<file path="src/rtl/nes_lcd_pkg.sv">
// nes_lcd_pkg: MTL panel raster timing, 2C02 palette and the scan pipeline sideband type
package nes_lcd_pkg;
  localparam int H_TOTAL = 1056;
  localparam int V_TOTAL = 525;
  localparam int H_SYNC  = 30;
  localparam int V_SYNC  = 13;
  localparam int H_ACT0  = 50;
  localparam int V_ACT0  = 23;
  localparam int H_ACT   = 800;
  localparam int V_ACT   = 480;
  localparam int WIN_X0  = 144;
  localparam int WIN_W   = 512;
  localparam logic [23:0] BORDER = 24'h000000;
  typedef struct packed {
    logic hsd;
    logic vsd;
    logic act;
    logic inwin;
    logic vbl;
  } lcd_ctl_t;
  localparam lcd_ctl_t CTL_RST = '{hsd: 1'b1, vsd: 1'b1, act: 1'b0, inwin: 1'b0, vbl: 1'b1};
  localparam logic [23:0] NES_PALETTE [64] = '{
    24'h7C7C7C, 24'h0000FC, 24'h0000BC, 24'h4428BC, 24'h940084, 24'hA80020, 24'hA81000, 24'h881400,
    24'h503000, 24'h007800, 24'h006800, 24'h005800, 24'h004058, 24'h000000, 24'h000000, 24'h000000,
    24'hBCBCBC, 24'h0078F8, 24'h0058F8, 24'h6844FC, 24'hD800CC, 24'hE40058, 24'hF83800, 24'hE45C10,
    24'hAC7C00, 24'h00B800, 24'h00A800, 24'h00A844, 24'h008888, 24'h000000, 24'h000000, 24'h000000,
    24'hF8F8F8, 24'h3CBCFC, 24'h6888FC, 24'h9878F8, 24'hF878F8, 24'hF85898, 24'hF87858, 24'hFCA044,
    24'hF8B800, 24'hB8F818, 24'h58D854, 24'h58F898, 24'h00E8D8, 24'h787878, 24'h000000, 24'h000000,
    24'hFCFCFC, 24'hA4E4FC, 24'hB8B8F8, 24'hD8B8F8, 24'hF8B8F8, 24'hF8A4C0, 24'hF0D0B0, 24'hFCE0A8,
    24'hF8D878, 24'hD8F878, 24'hB8F8B8, 24'hB8F8D8, 24'h00FCFC, 24'hF8D8F8, 24'h000000, 24'h000000
  };
endpackage

</file>
<file path="src/rtl/nes_palette_rom.sv">
// nes_palette_rom: 6-bit NES palette index to registered 24-bit RGB
module nes_palette_rom
  import nes_lcd_pkg::*;
(
  input  logic        clk,
  input  logic        rst,
  input  logic [5:0]  idx,
  output logic [23:0] rgb
);
  always_ff @(posedge clk or posedge rst) begin
    if (rst) rgb <= '0;
    else     rgb <= NES_PALETTE[idx];
  end
endmodule

</file>
<file path="src/rtl/mtl_lcd_scan.sv">
// mtl_lcd_scan: MTL panel raster generator showing the 256x240 NES frame buffer at 2x2, centred
module mtl_lcd_scan
  import nes_lcd_pkg::*;
(
  input  logic        i_lcd_clk,
  input  logic        i_rst,
  input  logic        i_en,
  output logic [15:0] o_fb_addr,
  output logic        o_fb_rd,
  input  logic [5:0]  i_fb_data,
  output logic        o_dclk,
  output logic        o_hsd,
  output logic        o_vsd,
  output logic [7:0]  o_r,
  output logic [7:0]  o_g,
  output logic [7:0]  o_b,
  output logic        o_vblank
);
  logic [10:0] xcnt;
  logic [9:0]  ycnt;
  logic [7:0]  nx, ny;
  logic        yact;
  lcd_ctl_t    c0, c1, c2, c3;
  logic        en3;
  logic [23:0] pal;
  always_comb begin
    yact     = ycnt >= 10'(V_ACT0) && ycnt < 10'(V_ACT0 + V_ACT);
    c0.hsd   = xcnt >= 11'(H_SYNC);
    c0.vsd   = ycnt >= 10'(V_SYNC);
    c0.vbl   = !yact;
    c0.act   = yact && xcnt >= 11'(H_ACT0) && xcnt < 11'(H_ACT0 + H_ACT);
    c0.inwin = c0.act && xcnt >= 11'(H_ACT0 + WIN_X0) && xcnt < 11'(H_ACT0 + WIN_X0 + WIN_W);
    nx       = 8'((xcnt - 11'(H_ACT0 + WIN_X0)) >> 1);
    ny       = c0.act ? 8'((ycnt - 10'(V_ACT0)) >> 1) : '0;
  end
  always_ff @(posedge i_lcd_clk or posedge i_rst) begin
    if (i_rst) begin
      xcnt <= '0;
      ycnt <= '0;
    end else begin
      xcnt <= (xcnt == 11'(H_TOTAL - 1)) ? '0 : xcnt + 11'd1;
      if (xcnt == 11'(H_TOTAL - 1)) ycnt <= (ycnt == 10'(V_TOTAL - 1)) ? '0 : ycnt + 10'd1;
    end
  end
  // Sideband rides with the fetch so every pin describes the same raster position
  always_ff @(posedge i_lcd_clk or posedge i_rst) begin
    if (i_rst) begin
      c1        <= CTL_RST;
      c2        <= CTL_RST;
      c3        <= CTL_RST;
      en3       <= 1'b0;
      o_fb_rd   <= 1'b0;
      o_fb_addr <= '0;
    end else begin
      c1      <= c0;
      c2      <= c1;
      c3      <= c2;
      en3     <= i_en;
      o_fb_rd <= c0.inwin;
      if (c0.inwin) o_fb_addr <= {ny, nx};
    end
  end
  nes_palette_rom u_rom (.clk(i_lcd_clk), .rst(i_rst), .idx(i_fb_data), .rgb(pal));
  assign {o_r, o_g, o_b} = (!en3 || !c3.act) ? 24'h0 : !c3.inwin ? BORDER : pal;
  assign o_hsd    = c3.hsd;
  assign o_vsd    = c3.vsd;
  assign o_vblank = c3.vbl;
  assign o_dclk   = ~i_lcd_clk;
endmodule

</file>
<file path="config.mk">
export PLATFORM = sky130hd
export DESIGN_NAME = mtl_lcd_scan
export DESIGN_NICKNAME = d
export VERILOG_FILES = /design/src/rtl/nes_lcd_pkg.sv /design/src/rtl/nes_palette_rom.sv /design/src/rtl/mtl_lcd_scan.sv
export SDC_FILE = /design/constraint.sdc
export NUM_CORES = 1
export LEC_CHECK = 0
export BUFFER_PORTS_ARGS = -buffer_cell sky130_fd_sc_hd__buf_2
export CORE_MARGIN = 3
export CORE_UTILIZATION = 55
export CTS_BUF_LIST = sky130_fd_sc_hd__clkbuf_8
export CTS_CLUSTER_DIAMETER = 60
export DETAILED_ROUTE_END_ITERATION = 10
export PLACE_DENSITY = 0.79
export SYNTH_ARGS = -nofsm -noshare
export SYNTH_HDL_FRONTEND = slang
export SYNTH_SLANG_ARGS = --single-unit
</file>
<file path="constraint.sdc">
create_clock -name i_lcd_clk -period 2.6 [get_ports i_lcd_clk]
set_input_delay 0.78 -clock i_lcd_clk [delete_from_list [all_inputs] [get_ports i_lcd_clk]]
set_output_delay 0.78 -clock i_lcd_clk [all_outputs]
set_load 0.02 [all_outputs]
</file>
---- Yosys cells after proc, flatten, opt, wreduce, memory -nomap -nowiden ----
Memories as Yosys holds them, arrays and structs flattened. A register that Yosys moved wholly into a read port is not among the register bits.
Cells that the tools add are included.
W data, S select, Z words.
cells by class
  bitwise logic cells ..................... 2
  order comparisons ....................... 8
  equality and inequality tests ........... 2
  muxes and demuxes ....................... 5
  $add $sub $neg .......................... 4
  reductions and logical operators ........ 9
operators with widths
  kind                     count
  $mux W24                 2
  $lt A11 B10 Y1 const B   2
  $add A11 B1 Y11 const B  1
  $eq A11 B11 Y1 const B   1
  $ge A11 B5 Y1 const B    1
  $ge A11 B6 Y1 const B    1
  $ge A11 B8 Y1 const B    1
  $mux W11                 1
  $add A10 B1 Y10 const B  1
  $eq A10 B10 Y1 const B   1
  $ge A10 B4 Y1 const B    1
  $ge A10 B5 Y1 const B    1
  $lt A10 B9 Y1 const B    1
  $mux W10                 1
  $sub A9 B5 Y9 const B    1
  $sub A9 B8 Y9 const B    1
  $mux W8                  1
  $not A6 Y7               1
  $logic_and A1 B1 Y1      5
  $logic_not A1 Y1         3
  $logic_or A1 B1 Y1       1
  $not A1 Y1               1
storage, ports and cells
  bits in read-only memories .............. 1536
  input port bits ......................... 9
  logic and storage cells ................. 50
  bits in registers ....................... 53
  memories kept ........................... 1
  output and inout port bits .............. 45
memory list
  memory            words  width  read ports  clocked after Yosys merged registers in  write ports  RTL line               text
  (name not given)  64     24     1           1                                        0            nes_palette_rom.sv:12  else rgb <= NES_PALETTE[idx];

---- Longest topological paths before layout ----
Gate-level depths: netlist of the first run.
  word-level depth ........................ 6
  mapped depth ............................ 10
  depth with buffers taken out ............ 9

---- Cells and area by module ----
A second synthesis of the first run with hierarchy kept.
second synthesis, totals
  cells, all modules ...................... 493
  area, all modules ....................... 4694.5 um^2
modules (own cells, without submodules)
  module           cells an instance  seq. area each (um^2)  area an instance (um^2)  times used
  mtl_lcd_scan     243                1337.5                 2643.8                   1
  nes_palette_rom  250                450.4                  2050.7                   1

==> results of run 1 <==
## worst max-delay path: cells and delay by family
kind,cells,cell delay (ps)
buffers and inverters,4,490
## power breakdown
group | switching (mW) | internal, mW
logic | 0.202 | 0.120
registers | 0.00620 | 1.13
clock network | 0.493 | 0.646
## how the worst max path moves through the flow
stage | to | cells past startpoint
floorplan | c1[1]$_DFF_PP0_ | 1
global placement | u_rom.rgb[12]$_DFF_PP0_ | 9
detailed placement | u_rom.rgb[12]$_DFF_PP0_ | 9
CTS | o_dclk | 4
global route | o_dclk | 4
finish | o_dclk | 4
## flip-flops by register name, indices dropped and copies added, names as in the netlist
name	flops
c1	5
c3	2
u_rom.rgb	18
xcnt	11
o_vsd	1
c2	5
o_hsd	1
o_fb_addr	16
en3	1
o_vblank	1
ycnt	10
## cell usage in the layout (no fill, tap or decap), types with 13 or more instances in the layout
cell     instances
xor2_1          13
nand2_1         47
nand3_1         13
buf_2           46
dfrtp_1         62
o21ai_0         30
inv_1           20
nor2_1          31
a21oi_1         33
ha_1            21
buf_4           34
and2_1          18
## stage by stage
| step | power [mW] | hold WS [ps] |
|---|---|---|
| after detailed placement | 1.518 | 334.7 |
| after global placement | 1.516 | 332.5 |
| after CTS | 2.581 | 344.2 |
| after floorplan | 1.405 | 331.2 |
| after global routing | 2.699 | 345.2 |
| final | 2.602 | 343.7 |
## cell type report
type                    instances  area, µm²  area share
repair buffers                 82      525.5      0.1010
well taps                     102      127.6     0.02453
flip-flops and latches         71       1788      0.3437
multi-input cells             353       2431      0.4673
clock buffers                  10      157.7     0.03030
clock inverters                 8      97.59     0.01876
inverters                      20      75.07     0.01443
## Yosys cell counts (5+ instances only)
| master | count |
|---|---|
| dfstp_2 | 9 |
| mux2_4 | 8 |
| nand2_1 | 47 |
| ha_1 | 21 |
| xor2_1 | 13 |
| nor2_1 | 31 |
| clkbuf_1 | 27 |
| a311oi_1 | 5 |
| mux2_2 | 9 |
| xnor2_1 | 10 |
| o22ai_1 | 7 |
| a21oi_1 | 33 |
| mux2i_1 | 8 |
| nor2b_1 | 10 |
| nand2b_1 | 9 |
| nand3_1 | 13 |
| a31oi_1 | 8 |
| buf_1 | 5 |
| and2_1 | 18 |
| inv_1 | 21 |
| o21ai_0 | 30 |
| buf_4 | 6 |
| dfrtp_1 | 62 |
| nor3_1 | 6 |
## layer usage
| layer | up-vias | track usage |
|---|---|---|
| li1 | 1804 | - |
| met1 | 1833 | 0.3318 |
| met2 | 177 | 0.4227 |
| met3 | 39 | 0.04066 |
| met4 | 0 | 0.1161 |
| met5 | - | 0 |
## cells by family (layout without fill, tap and decap cells)
family                   Yosys count  in the layout  share of synthesized area
XOR/XNOR                          23             23                    0.04495
adder cells (fa/ha/maj)           21             21                    0.05863
AND/OR/NAND/NOR                  152            152                     0.1748
other                              1              6                  0.0008367
buffers and inverters             64            120                    0.06281
multiplexers                      28             28                    0.08236
flip-flops                        71             71                     0.3989
AO/OA/AOI/OAI                    123            123                     0.1767
## repair_timing
item	in CTS	in global routing
hold buffers	0	0
buffers inserted	0	1
pin swaps	0	1
resized for setup	3	2
endpoints found under the setup margin	1	9
==> results.ini, run 1 <==
[status]
status = finished, final reports clean

[clocking]
htreeDepth = 3
cts.clk_slew.worst_paths_ps = 90
cts_tree = done
root_buffer = clkbuf_8
clk_latency_ps = 330
cts_buffers = 9
cts.path.max_buffers = 2

[sta]
tns_ps = 0
finalHoldViolCount = 0
setup_slack_ps = 25.79
worst-slew-pin-transition_ps = 606.3
maxSlewHeadroom = 0.5924
finalSetupViolCount = 0
skew_ps = 21.33
maxSlewViolCount = 0
rsz0062_at_grt = false

[power]
power_leakage_nw = 2.579
pwr_density_cell_nw_per_um2 = 500.2
peakVddDrop_v = 0.0003085

[detailed_routing]
met2_length_mm = 5.495
wl_met1_mm = 4.682
vias_per_cell = 5.964
dr_wl_met3_um = 775
num_vias = 3853
drc = 0
routedWlPerCell_um = 17.53
ant_nets = 0
drt-initial-drc-count = 235
dr.max_layer_used = met4
routed_wl_mm = 11.32
dr.pass1.iters = 5

[setup_path]
crit_path_end_kind = output pin
crit_top_cell = clkbuf_16
cp-start-kind = clock port
regToRegSetupSlack_ps = 290
critPathMaxStageDelay_ps = 170
cp_slowest_cell = clkbuf_16
crit_start = i_lcd_clk
worst-setup-path-type = clock port to output pin
worstReg2RegEnd = o_fb_addr[9]$_DFFE_PP0P_
crit_fanout = 13
r2r-start = xcnt[2]$_DFF_PP0_
ff2ff_path_depth = 8
worstPathRequired_ps = 1820
arrival_ps = 1790
crit_path_cell_trace = clkbuf_16 -> clkbuf_16 -> inv_2 -> buf_6

[logic_synthesis]
synth-seq-area-share = 0.3989
synth_seq_cells = 71
synth.distinct_cells = 58
netlist.area_leader.share = 0.3462
synthCells = 483
async_flop_share = 1.000
yosysWarnings = 0
synth_flop_cell = dfrtp_1
synth_enable_flop_cells = 0
synth_area_um2 = 4482
syn-mean-instance-area_um2 = 9.279
synth_top_cell_by_area = dfrtp_1
synth.area.top_cells = dfrtp_1 (35%), ha_1 (5.9%), dfstp_2 (5.3%), nand2_1 (3.9%), a21oi_1 (3.7%)

[placement]
hpwl_mm = 8.118
dpl-instance-area_um2 = 4936
gp_congestion = 0.9689
dp_cells = 629
place_ws_ps = 44.89
portBuffers = 47

[floorplan]
die_y_um = 96.27
dieArea_um2 = 9268
rows = 32
die_width_um = 96.27
ios = 54
initial_core_util = 0.5740
core_region_area_um2 = 7807

[global_routing]
grt_start_max_net_pins = 37
grt_pass1_vias = 3746
grt_usage = 0.2571
antenna_found_initial = 0
grt_pass1_wl_mm = 18.42
grt_overflow_total = 0

[finish]
nNetsFinal = 569
drive_gt1_frac = 0.2518
design_area_um2 = 5202
fill_cells = 610
final_cells = 646
final_util = 0.6663
diodes = 0
areaGrowthSynthToFinish_pct = 16.08

[min_path]
hold_depth = 0
whs_endpoint = c2[4]$_DFF_PP1_
worstHoldPathType = flip-flop to flip-flop
hp-start = c1[4]$_DFF_PP1_

[flow_run]
maxCapViolations = 0

Note: power is estimated with default switching activity, not from simulation.
==> run 2, diff against run 1 <==
CORE_UTILIZATION = 53   (was 55)
CTS_BUF_LIST = sky130_fd_sc_hd__clkbuf_16   (was sky130_fd_sc_hd__clkbuf_8)
GPL_TIMING_DRIVEN = 0   (was unset)
PLACE_DENSITY = 0.77   (was 0.79)
clock period = 2.3 ns   (was 2.6 ns; I/O delays follow)
==> results.ini, run 2 (synthesized netlist as in run 1, its figures left out) <==
[finish]
diodes = 0
design_area_um2 = 5445
areaGrowthSynthToFinish_pct = 21.50
final_cells = 669
nNetsFinal = 592
final_common_cell = dfrtp_1
final_util = 0.6834
reg_top3 = u_rom.rgb x18, o_fb_addr x16, xcnt x11
largest_reg_flops = 18
top_register = u_rom.rgb
final_cell_mix = dfrtp_1 (60), buf_2 (51), nand2_1 (47), a21oi_1 (32)
drive_gt1_frac = 0.2769

[power]
peakVddDrop_v = 0.0003847
pwr-share-comb = 0.116
power_leakage_nw = 2.636
pwr_density_cell_nw_per_um2 = 603.3
p_int_mw = 2.404
swShare = 0.2682
seq_power_share = 0.393
p_sw_mw = 0.8811
p_total_mw = 3.285
clock_power_share = 0.491

[setup_path]
crit_fanout = 8
crit_start = i_lcd_clk
worstPathRequired_ps = 1610
ff2ff_path_depth = 8
worst-setup-path-type = clock port to output pin
cp-start-kind = clock port
endpoint = o_dclk
regToRegSetupSlack_ps = 10
r2r-start = xcnt[1]$_DFF_PP0_
worstReg2RegEnd = o_fb_addr[10]$_DFFE_PP0P_
crit_path_end_kind = output pin
arrival_ps = 1610

[status]
status = finished, final reports clean

[placement]
gp_congestion = 1.011
place_ws_ps = -631.2
hpwl_mm = 9.017
dp_cells = 638
dpl-instance-area_um2 = 4917
portBuffers = 47

[detailed_routing]
drt-initial-drc-count = 416
routed_wl_mm = 13.10
num_vias = 4146
dr.pass1.iters = 6
drc = 0
ant_nets = 0
vias_per_cell = 6.197
routedWlPerCell_um = 19.58

[sta]
rsz0062_at_grt = true
worst-slew-pin-transition_ps = 859.2
finalCritPeriodShare = 0.9979
maxSlewViolCount = 0
finalSetupViolCount = 0
tns_ps = 0
period_minus_slack_ps = 2295
fmax_mhz = 436.5
fin_hold_ws_ps = 255.3
setup_slack_ps = 4.720
finalHoldViolCount = 0
maxSlewHeadroom = 0.4260
skew_ps = 197.8

[clocking]
cts.path.max_buffers = 2
clk_latency_ps = 510
cts.clk_slew.worst_paths_ps = 60
htreeDepth = 3
cts_tree = done
root_buffer = clkbuf_16
postCtsHoldBufs = 0
cts_buffers = 9

[floorplan]
rows = 32
die_y_um = 97.96
initial_core_util = 0.5625
core_region_area_um2 = 7968
ios = 54
dieArea_um2 = 9595
die_width_um = 97.96

[min_path]
worstHoldPathType = flip-flop to flip-flop
hold_depth = 0

[global_routing]
met2_usage = 0.4168
grt_util_met3 = 0.04786
grt_start_max_net_pins = 41
grt_usage = 0.2755
busiest_layer = met2
grt_overflow_total = 0
antenna_found_initial = 0
grt_pass1_wl_mm = 21.20
grt_pass1_vias = 3992
grt_use_met1 = 0.3970

[flow_run]
maxCapViolations = 0

[run 2: area by class of cell]
type / instances / area [µm²]
plain buffers: 41 / 222.7
clock buffers: 15 / 274.0
clock inverters: 8 / 81.33
fillers: 653 / 2522
inverters: 20 / 85.08
multi-input cells: 353 / 2492
flip-flops and latches: 71 / 1790
well taps: 102 / 127.6
repair buffers: 59 / 371.6
[run 2: metal layers]
layer / routed length (µm) / vias to the layer above
met4: 376 / 0
li1: - / 1859
met3: 1170 / 52
met1: 5632 / 1975
met2: 5922 / 260
met5: 0 / -
[run 2: worst min path at each step]
stage / slack, ps / from / to
finish: 260 / c1[3]$_DFF_PP1_ / c2[3]$_DFF_PP1_
global route: 240 / c1[3]$_DFF_PP1_ / c2[3]$_DFF_PP1_
CTS: 260 / c1[3]$_DFF_PP1_ / c2[3]$_DFF_PP1_
detailed placement: 330 / c1[2]$_DFF_PP0_ / c2[2]$_DFF_PP0_
global placement: 340 / c1[2]$_DFF_PP0_ / c2[2]$_DFF_PP0_
floorplan: 330 / c1[2]$_DFF_PP0_ / c2[2]$_DFF_PP0_
[run 2: what timing repair did]
item | CTS | global route
resized for setup | 25 | 22
endpoints found under the setup margin | 44 | 48
cloned | 1 | 0
pin swaps | 3 | 4
buffers inserted | 13 | 3
[run 2: critical path, cell delays in order]
cell	delay, ps
clkbuf_16	160
clkbuf_16	160
clkinv_4	40
buf_6	100
[run 2: power groups by stage]
stage	sequential (mW)	combinational [mW]	clock (mW)
2_1_floorplan	1.31	0.248	0.0312
3_3_place_gp	1.31	0.357	0.0459
4_1_cts	1.29	0.363	1.60
5_1_grt	1.30	0.410	1.71
3_5_place_dp	1.31	0.355	0.0459
6_report	1.29	0.381	1.61
==> run 3, diff against run 2 <==
PLACE_DENSITY = 0.86   (was 0.77)
==> results.ini, run 3 (synthesized netlist as in run 1, its figures left out) <==
[status]
status = finished, violations left
violations = negative setup slack

[sta]
finalSetupViolCount = 10
setup_slack_ps = -66.80
fin_hold_ws_ps = 328.2
finalCritPeriodShare = 1.029
worst-slew-pin-transition_ps = 627.5
maxSlewHeadroom = 0.5808
rsz0062_at_grt = true
finalHoldViolCount = 0
skew_ps = 137.2
period_minus_slack_ps = 2367
maxSlewViolCount = 0
fmax_mhz = 422.5
tns_ps = -333.9

[finish]
reg_top3 = u_rom.rgb x18, o_fb_addr x16, xcnt x11
largest_reg_flops = 18
drive_gt1_frac = 0.2589
final_util = 0.6779
diodes = 0
nNetsFinal = 589
top_register = u_rom.rgb
final_cell_mix = dfrtp_1 (61), buf_2 (51), nand2_1 (47), a21oi_1 (33)
areaGrowthSynthToFinish_pct = 20.52
final_common_cell = dfrtp_1

[clocking]
cts.clk_slew.worst_paths_ps = 60
root_buffer = clkbuf_16
cts_buffers = 9
clk_latency_ps = 440
cts_tree = done
cts.path.max_buffers = 2
htreeDepth = 3

[setup_path]
regToRegSetupSlack_ps = -70
crit_path_cell_trace = inv_2 -> ha_4 -> or4b_4 -> a31o_1 -> a22oi_4 -> nand4_4 -> clkbuf_16 -> mux2_4
worst-setup-path-type = flip-flop to flip-flop
cp_slowest_cell = or4b_4
crit_fanout = 5
r2r-start = xcnt[1]$_DFF_PP0_
worstPathRequired_ps = 2490
arrival_ps = 2560
cp-start-kind = flip-flop
critPathTopFamily = simple AND/OR/NAND/NOR gates
cp_num_cells = 8
crit_path_end_kind = flip-flop
ff2ff_path_depth = 8
crit_start = xcnt[1]$_DFF_PP0_
critPathMaxStageDelay_ps = 480
crit_buf_inv = 2

[flow_run]
maxCapViolations = 0

[detailed_routing]
num_vias = 4127
ant_nets = 0
drt-initial-drc-count = 563
dr.pass1.iters = 6
routedWlPerCell_um = 19.75
drc = 0
routed_wl_mm = 13.16
vias_per_cell = 6.197

[floorplan]
rows = 32
initial_core_util = 0.5625
ios = 54
die_y_um = 97.96
core_region_area_um2 = 7968
dieArea_um2 = 9595
die_width_um = 97.96

[global_routing]
grt_pass1_vias = 3995
grt_overflow_total = 0
grt_start_max_net_pins = 44
antenna_found_initial = 0
grt_usage = 0.2791
grt_pass1_wl_mm = 21.34

[placement]
gp_congestion = 0.9849
hpwl_mm = 9.065
place_ws_ps = -658.7
portBuffers = 47

[power]
clock_power_share = 0.483
swShare = 0.2666
power_leakage_nw = 2.615
p_sw_mw = 0.8593
seq_power_share = 0.401
pwr_density_cell_nw_per_um2 = 596.7
p_total_mw = 3.223
p_int_mw = 2.364
peakVddDrop_v = 0.0003519
pwr-share-comb = 0.116

[min_path]
worstHoldPathType = input pin to asynchronous set/reset pin

[run 3: cell count changes in the layout (fill, tap and decap cells not counted), moves of 2 or more]
cell / previous run / this run
clkbuf_1: 17 / 19
clkbuf_2: 6 / 4
clkinv_1: 0 / 2
clkinv_4: 3 / 0
nor2b_1: 8 / 10
[run 3: through the flow]
stage / cells / cell area [µm²]
after floorplan: 488 / 4534
after global placement: 637 / 4897
after detailed placement: 638 / 4917
after CTS: 665 / 5366
after global routing: 666 / 5401
final: 666 / 5401
[run 3: metal layers]
metal  share of wire  track usage
met3           0.079      0.05714
met4           0.031       0.1246
met5               0            0
met2            0.45       0.4188
met1            0.43       0.3905
[run 3: repair_timing]
item	4_1_cts	5_1_grt
resized for setup	23	13
hold buffers	0	0
buffers inserted	12	2
pin swaps	2	4
endpoints found under the setup margin	40	43
gates cloned	1	0
[run 3: final timing paths]
kind / end
setup / recovery: o_fb_addr[13]$_DFFE_PP0P_
hold / removal: c2[1]$_DFF_PP0_
setup reg to reg: o_fb_addr[13]$_DFFE_PP0P_
hold reg to reg: o_vsd$_DFF_PP1_
max in group asynchronous: xcnt[1]$_DFF_PP0_
min in group i_lcd_clk: o_vsd$_DFF_PP1_
[run 3: power groups by stage]
stage / Combinational [mW] / Clock, mW / Sequential (mW)
3_3_place_gp: 0.354 / 0.0459 / 1.31
3_5_place_dp: 0.352 / 0.0459 / 1.31
5_1_grt: 0.404 / 1.64 / 1.30
2_1_floorplan: 0.248 / 0.0312 / 1.31
6_report: 0.373 / 1.56 / 1.29
4_1_cts: 0.358 / 1.57 / 1.29
[run 3: layout make-up]
| type | count | area, µm² |
|---|---|---|
| Tap cell | 102 | 127.6 |
| Multi-Input combinational cell | 353 | 2484 |
| Clock inverter | 8 | 66.31 |
| Fill cell | 616 | 2566 |
| Sequential cell | 71 | 1789 |
| Inverter | 20 | 85.08 |
| Timing Repair Buffer | 58 | 360.3 |
| Buffer | 40 | 222.7 |
| Clock buffer | 14 | 266.5 |
